**src/rtl/fairy_lsu.sv**
```systemverilog
`default_nettype none
// ============================================================================
// Module   : fairy_lsu
// Brief    : Load/store unit between execute and writeback. Issues one
//            byte-enabled request per memory instruction on a req/gnt +
//            rvalid bus, returns lane-aligned sign/zero-extended load data,
//            or passes the ALU result straight through.
// Options  : FAIRY_LSU_TIMEOUT_EN - bus timeout counter drives out_buserr
// Revision : 1.0 - initial release
// ============================================================================
module fairy_lsu #(
  parameter int DATA_W  = 32,
  parameter int ADDR_W  = 32,
  parameter int TIMEOUT = 255
) (
  input  logic                  clk,
  input  logic                  reset,
  input  logic                  flush,
  input  logic                  in_valid,
  output logic                  in_ready,
  input  logic [31:0]           in_pc,
  input  logic [31:0]           in_inst,
  input  logic                  in_load,
  input  logic                  in_store,
  input  logic [1:0]            in_size,
  input  logic                  in_signed,
  input  logic [ADDR_W-1:0]     in_addr,
  input  logic [DATA_W-1:0]     in_wdata,
  input  logic [DATA_W-1:0]     in_data,
  output logic                  mem_req,
  output logic                  mem_we,
  output logic [ADDR_W-1:0]     mem_addr,
  output logic [DATA_W/8-1:0]   mem_be,
  output logic [DATA_W-1:0]     mem_wdata,
  input  logic                  mem_gnt,
  input  logic                  mem_rvalid,
  input  logic [DATA_W-1:0]     mem_rdata,
  output logic                  out_valid,
  input  logic                  out_ready,
  output logic [31:0]           out_pc,
  output logic [31:0]           out_inst,
  output logic [DATA_W-1:0]     out_data,
  output logic                  out_unaligned,
  output logic                  out_buserr
);

  localparam int BYTES = DATA_W / 8;
  localparam int LSB   = $clog2(BYTES);

  typedef enum logic [1:0] {IDLE, ISSUE, WAIT, DRAIN} state_t;
  state_t state;

  logic              load_q;
  logic              sign_q;
  logic [1:0]        size_q;
  logic [LSB-1:0]    lane_q;
  logic [LSB-1:0]    in_lane;
  logic              accept;
  logic              is_mem;
  logic              misaligned;
  logic [BYTES-1:0]  be_n;
  logic [DATA_W-1:0] wdata_n;
  logic [DATA_W-1:0] lane_data;
  logic [DATA_W-1:0] load_data;
  logic [DATA_W-1:0] fault_addr;
  logic              tmo_hit;

  assign in_lane  = in_addr[LSB-1:0];
  assign in_ready = (state == IDLE) && (!out_valid || out_ready);
  // flush beats a simultaneous capture
  assign accept   = in_valid && in_ready && !flush;
  assign is_mem   = in_load || in_store;

  // natural-alignment check; dword never fits a 32-bit bus
  always_comb begin
    misaligned = 1'b0;
    case (in_size)
      2'd0:    misaligned = 1'b0;
      2'd1:    misaligned = in_addr[0];
      2'd2:    misaligned = |in_addr[1:0];
      default: misaligned = (DATA_W == 32) || (|in_addr[2:0]);
    endcase
  end

  // byte enables and lane-replicated store data for the accepted access
  always_comb begin
    be_n    = '1;
    wdata_n = in_wdata;
    case (in_size)
      2'd0: begin
        be_n    = BYTES'(1) << in_lane;
        wdata_n = {BYTES{in_wdata[7:0]}};
      end
      2'd1: begin
        be_n    = BYTES'(3) << in_lane;
        wdata_n = {(BYTES/2){in_wdata[15:0]}};
      end
      2'd2: begin
        be_n    = BYTES'(15) << in_lane;
        wdata_n = {(DATA_W/32){in_wdata[31:0]}};
      end
      default: begin
        be_n    = '1;
        wdata_n = in_wdata;
      end
    endcase
  end

  // right-justify the addressed lane, then sign- or zero-extend it
  assign lane_data = mem_rdata >> {lane_q, 3'b000};
  always_comb begin
    load_data = lane_data;
    case (size_q)
      2'd0: load_data = (sign_q && lane_data[7])
                        ? (lane_data | ~DATA_W'(8'hFF))
                        : (lane_data &  DATA_W'(8'hFF));
      2'd1: load_data = (sign_q && lane_data[15])
                        ? (lane_data | ~DATA_W'(16'hFFFF))
                        : (lane_data &  DATA_W'(16'hFFFF));
      2'd2: load_data = (sign_q && lane_data[31])
                        ? (lane_data | ~DATA_W'(32'hFFFF_FFFF))
                        : (lane_data &  DATA_W'(32'hFFFF_FFFF));
      default: load_data = lane_data;
    endcase
  end

`ifdef FAIRY_LSU_TIMEOUT_EN
  localparam int CNT_W = $clog2(TIMEOUT + 1);
  logic [CNT_W-1:0]  tmo_cnt;
  logic [ADDR_W-1:0] addr_q;

  assign tmo_hit    = ((state == ISSUE && !mem_gnt) || (state == WAIT && !mem_rvalid))
                      && (tmo_cnt == CNT_W'(TIMEOUT - 1));
  assign fault_addr = DATA_W'(addr_q);

  // idle-cycle counter; restarts whenever a new bus phase begins
  always_ff @(posedge clk or posedge reset) begin
    if (reset)
      tmo_cnt <= '0;
    else if (state == IDLE || state == DRAIN || (state == ISSUE && mem_gnt))
      tmo_cnt <= '0;
    else
      tmo_cnt <= tmo_cnt + CNT_W'(1);
  end

  // full address kept for the bus-error report
  always_ff @(posedge clk or posedge reset) begin
    if (reset)
      addr_q <= '0;
    else if (accept)
      addr_q <= in_addr;
  end
`else
  assign tmo_hit    = 1'b0;
  assign fault_addr = '0;
`endif

  // control FSM with all outputs registered
  always_ff @(posedge clk or posedge reset) begin
    if (reset) begin
      state         <= IDLE;
      out_valid     <= 1'b0;
      out_pc        <= '0;
      out_inst      <= '0;
      out_data      <= '0;
      out_unaligned <= 1'b0;
      out_buserr    <= 1'b0;
      mem_req       <= 1'b0;
      mem_we        <= 1'b0;
      mem_addr      <= '0;
      mem_be        <= '0;
      mem_wdata     <= '0;
      load_q        <= 1'b0;
      sign_q        <= 1'b0;
      size_q        <= '0;
      lane_q        <= '0;
    end else begin
      if (flush || (out_valid && out_ready))
        out_valid <= 1'b0;
      case (state)
        IDLE: begin
          if (accept) begin
            out_pc        <= in_pc;
            out_inst      <= in_inst;
            out_unaligned <= 1'b0;
            out_buserr    <= 1'b0;
            if (!is_mem) begin
              out_valid <= 1'b1;
              out_data  <= in_data;
            end else if (misaligned) begin
              out_valid     <= 1'b1;
              out_unaligned <= 1'b1;
              out_data      <= DATA_W'(in_addr);
            end else begin
              state     <= ISSUE;
              mem_req   <= 1'b1;
              mem_we    <= !in_load;
              mem_addr  <= {in_addr[ADDR_W-1:LSB], {LSB{1'b0}}};
              mem_be    <= be_n;
              mem_wdata <= wdata_n;
              load_q    <= in_load;
              sign_q    <= in_signed;
              size_q    <= in_size;
              lane_q    <= in_lane;
            end
          end
        end
        ISSUE: begin
          if (flush) begin
            mem_req <= 1'b0;
            mem_we  <= 1'b0;
            // a granted load still returns data that must be swallowed
            state   <= (mem_gnt && load_q) ? DRAIN : IDLE;
          end else if (mem_gnt) begin
            mem_req <= 1'b0;
            mem_we  <= 1'b0;
            if (load_q) begin
              state <= WAIT;
            end else begin
              state     <= IDLE;
              out_valid <= 1'b1;
              out_data  <= '0;
            end
          end else if (tmo_hit) begin
            mem_req    <= 1'b0;
            mem_we     <= 1'b0;
            state      <= IDLE;
            out_valid  <= 1'b1;
            out_buserr <= 1'b1;
            out_data   <= fault_addr;
          end
        end
        WAIT: begin
          if (flush) begin
            state <= mem_rvalid ? IDLE : DRAIN;
          end else if (mem_rvalid) begin
            state     <= IDLE;
            out_valid <= 1'b1;
            out_data  <= load_data;
          end else if (tmo_hit) begin
            state      <= IDLE;
            out_valid  <= 1'b1;
            out_buserr <= 1'b1;
            out_data   <= fault_addr;
          end
        end
        default: begin
          if (mem_rvalid)
            state <= IDLE;
        end
      endcase
    end
  end

endmodule
`default_nettype wire

```
**config.mk**
```make
export PLATFORM = sky130hd
export DESIGN_NAME = fairy_lsu
export DESIGN_NICKNAME = d
export VERILOG_FILES = /design/src/rtl/fairy_lsu.sv
export SDC_FILE = /design/constraint.sdc
export NUM_CORES = 1
export LEC_CHECK = 0
export BUFFER_PORTS_ARGS = -buffer_cell sky130_fd_sc_hd__buf_2
export CAP_MARGIN = 15
export CORE_AREA = 5 5 146 148
export DETAILED_ROUTE_END_ITERATION = 7
export DIE_AREA = 0 0 151 153
export GPL_ROUTABILITY_DRIVEN = 0
export PLACE_DENSITY = 0.73
export SLEW_MARGIN = 20
export SYNTH_ARGS = -nofsm -noshare
export SYNTH_HDL_FRONTEND = slang
export SYNTH_SLANG_ARGS = --single-unit
export TNS_END_PERCENT = 10
```
**constraint.sdc**
```tcl
create_clock -name clk -period 5.2 [get_ports clk]
set_input_delay 0.26 -clock clk [delete_from_list [all_inputs] [get_ports clk]]
set_output_delay 0.26 -clock clk [all_outputs]
set_load 0.02 [all_outputs]
```
# Yosys cells after proc, flatten, opt, wreduce, memory -nomap -nowiden
# Index checks and enable logic that the tools add are counted.
# word_totals
register_bits	174
in_bits	204
output_inout_bits	170
# classes
eq_ne	15
shifts	4
n_mux	48
n_bitwise	1
n_reduce_logical	24
# op_table
cell	count
$mux 32	10
$pmux 32 s2	2
$pmux 32 s3	1
$shr 32x5->32	1
$mux 2	10
$mux 1	19
$ne 2x2->1 const B	8
$pmux 4 s3	1
$reduce_and 4->1	2
$reduce_and 8->1	1
$logic_and 1x1->1	7
$eq 2x1->1 const B	3
$logic_not 2->1	3
$ne 3x3->1 const B	2
$pmux 1 s3	2
$pmux 2 s3	1
$reduce_and 5->1	1
$eq 2x2->1 const B	2
$pmux 1 s2	2
$shl 1x2->4 const A	1
$shl 2x2->4 const A	1
$shl 4x2->4 const A	1
$logic_not 1->1	3
$logic_or 1x1->1	3
5 further kinds	5

# Longest topological paths before layout
# depth
depth_word	7
ltp_mapped	11
mapped_depth_nobuf	7

# Worst setup path after synthesis
# No wires, ideal clock.
# synth_path
path_kind	in2reg
start	in in_size[1]
end	reg state[0]
setup_time_ps	121
arrival_time_ps	2221
required_ps	5079
setup_slack_ps	2858
stages	9
path_buffers	2
cell_sequence	clkbuf_1 > inv_1 > ha_1 > nor3_1 > nor2_2 > or3_1 > clkbuf_1 > a221o_1 > a22o_1
# synth_between
elab_chain_cells	4
word_cells_on_any_way	6
classes_between	3 x eq/ne; 1 x mux; 2 x reduce/logical
# synth_rtl
item	line_no	source
start: declaration	25	input logic [1:0] in_size,
$eq 2x2->1, or another cell as far along	77	case (in_size)
$pmux 1 s3 (*)	77	
$ne 2x2->1 (no source line) (*)	-	
$reduce_and 4->1 (no source line) (*)	-	
end signal: assignment	213	state <= (mem_gnt && load_q) ? DRAIN : IDLE;
end signal: assignment	235	state <= mem_rvalid ? IDLE : DRAIN;
end: declaration	51	state_t state;
# Mark *: on every way between the ends. The rest lies on a longest branch, timed or not.
# A chain may end at the register's enable or synchronous reset.

# Worst setup path in the final report
# layout_path
start	reg state[0]
end	reg out_data[11]
# layout_between
elab_chain_cells	6
word_cells_on_any_way	16
classes_between	9 x eq/ne; 1 x mux; 6 x reduce/logical
# layout_rtl
item	line_no	source
$logic_not 2->1	69, 180	
$logic_and 1x1->1	69	assign in_ready = (state == IDLE) && (!out_valid || out_ready);
$logic_and 1x1->1 (2 in a row)	71	assign accept = in_valid && in_ready && !flush;
$ne 2x2->1 (no source line)	-	
$reduce_and 8->1 (no source line)	-	
end signal: assignment	189	out_data <= in_data;
end signal: assignment	193	out_data <= DATA_W'(in_addr);
end signal: assignment	230	out_data <= fault_addr;
end: declaration	42	output logic [DATA_W-1:0] out_data,
# Several ways; a longest one is shown, not always the timed one.

==> results_dict.tcl <==
set metrics [dict create \
    synth-xor-area-share_pct 0 \
    setup_viol 0 \
    fp-row-count 52 \
    critPathRequiredTime_ns 5.50 \
    wl_per_cell_um 19.52 \
    vdd_drop_max_mv 0.3322 \
    crit_type "reg2reg" \
    start_util_pct 41.97 \
    ys_ff_latch 174 \
    root_buffer "clkbuf_16" \
    synth_flop_cell "dfrtp_1" \
    synth_top_family_by_area "multiplexers" \
    synth_edf_count 0 \
    min_period_ns 2.776 \
    ant_nets 0 \
    fin_worst_skew_ns 0.01080 \
    via_per_inst 5.166 \
    cts_setup_buffers 0 \
    cp-end-kind "flip-flop" \
    maxCapViolCount 0 \
    finalMaxSlewViolations 0 \
    yosysSeqAreaShare_pct 52.10 \
    crit_path_start "state[0]" \
    antenna_found_initial 0 \
    worstMarginPinSlew_ns 1.031 \
    final_nets 1313 \
    synthMuxAreaShare_pct 21.75 \
    synth.distinct_cells 48 \
    cellPowerDensity_nw_per_um2 639.2 \
    avgSynthCellArea_sq_um 11.07 \
    dr.first_iter.drc_count 409 \
    io-pin-count 374 \
    synthSimpleGateAreaFrac_pct 11.27 \
    drt-total-wl_um 26990 \
    worst_r2r_startpoint "state[0]" \
    yosys.area.top_type "dfrtp_1" \
    synth_common_cells "174 x dfrtp_1, 162 x nand2_1, 74 x mux2_2" \
    clock.fmax_ghz 0.3603 \
    dr.pass1.iters 5 \
    cp.arrival_ns 3.07 \
    dp_hpwl_um 20540 \
    yosysWarnings 0 \
    clockBufferDepth 2 \
    grt_max_degree 89 \
    syn-cell-area_sq_um 8357 \
    die-area_sq_um 23100 \
    status "finished clean" \
    cts_tree "done" \
    grt_overflow 0 \
    final_layout_size_suffix_gt1_share_pct 46.45 \
    synth_compound_area_share_pct 9.807 \
    core-area_sq_um 19910 \
    die_w_um 151 \
    grt_pass1_wl_um 41570 \
    track_usage_pct 23.09 \
    yosys-top-cells-area "dfrtp_1 52%, mux2_2 10%, nand2_1 7.3%, mux2i_1 6.7%, mux2_4 4.1%" \
    htree_levels 4 \
    holdBufCountCts 0 \
    power_leakage_nw 5.656 \
    via_count 7144 \
    hold_viol_final 0 \
    fp.dieH_um 153 \
    slew_headroom_pct 31.24 \
    yosysTopAreaCellShare_pct 52.10 \
    tns_ns 0 \
    cp-start-kind "flip-flop" \
    syn_to_final_growth_pct 31.74 \
    cts.clk_slew.worst_paths_ns 0.07 \
    fin_crit_sh_pct 53.38 \
    clkSinkCount 174 \
    synthCells 755 \
    grt_pass1_vias 7370 \
    antenna_cells 0 \
    final_util_pct 55.30 \
    yosysMostFrequentCell "dfrtp_1" \
    synthAdderAreaFrac_pct 1.348 \
    port_buffers 370 \
    hold_path.class "in2async" \
    cts_made_buffers 17 \
    drcViolationCount 0 \
    path_max_fanout 32 \
    rsz0062_at_grt "false" \
    clk_latency_ns 0.42 \
    async_flop_share_pct 100.0 \
    cts_resized 0 \
]
[through the flow]
step                power, mW  area, sq um  cells  hold WS (ns)  worst slack, ns
detailed placement      5.668        10370   1351        0.4550            2.266
CTS                     7.098        11010   1383       0.02078            2.434
global route            7.458        11010   1383       0.02433            2.222
floorplan               4.550         8364    757        0.3654           0.2232
finish                  7.037        11010   1383       0.02243            2.424
global placement        5.594        10370   1351        0.4493            2.335
[critical path: stages, from the launching register on]
cell	delay, ns
dfrtp_1	0.43
inv_1	0.10
ha_1	0.41
nand4_4	0.20
o2bb2ai_1	0.17
a2111o_2	0.83
mux2_1	0.47
[layer usage]
layer / vias up / global-route usage, % / part of all wire [%]
li1: 3339 / - / -
met1: 3419 / 28.87 / 40
met2: 352 / 38.49 / 48
met3: 34 / 6.781 / 9.4
met4: 0 / 7.168 / 2.6
met5: - / 0 / 0
[logic make-up after synthesis]
kind of cell	after synthesis
and+or+nand+nor	231
DFF	174
muxes	160
AOI/OAI and AO/OA	115
buffers and inverters	65
adders and majority gates	9
other	1
[cells in the final DEF, fill, tap and decap left out, types with 11 or more instances in the layout]
cell type    n
clkbuf_16   17
mux2_2      74
mux2_4      23
nand2_1    162
a221oi_1    16
a21oi_1     13
o22ai_1     11
buf_2      370
mux2i_1     56
nor2_1      47
dfrtp_1    174
o21ai_0     19
[where the power goes]
part,switching [mW],leakage (nW),internal (mW)
clock,0.585,0.311,0.831
combinational,1.90,3.23,1.31
sequential,0.417,2.12,2.00
total,2.90,5.66,4.14
[sequential cells by signal, summed over array words and instances (netlist names)]
signal	count
out_valid	1
load_q	1
lane_q	2
size_q	2
mem_wdata	32
out_pc	32
sign_q	1
mem_be	4
mem_req	1
state	2
out_inst	32
out_data	32
mem_we	1
out_unaligned	1
mem_addr	30
[layout make-up]
type / instances / area, sq um
multi-input combinational: 518 / 3720
timing repair buffer: 378 / 1912
inverter: 11 / 46.29
clock inverter: 13 / 196.4
clock buffer: 19 / 442.9
tap: 270 / 337.8
sequential: 174 / 4354
fill: 1736 / 8900
[path summary, 6_finish.rpt]
path | endpoint | cells after the start | slack (ns)
max | out_data[11] | 6 | 2.42
min | out_pc[8] | 2 | 0.02
max reg2reg | out_data[11] | 6 | 2.42
min reg2reg | mem_be[0] | 2 | 0.47
max in group asynchronous | mem_req | 3 | 3.97
min in group clk | mem_addr[21] | 3 | 0.04
Power figures use the tool's default switching activity.
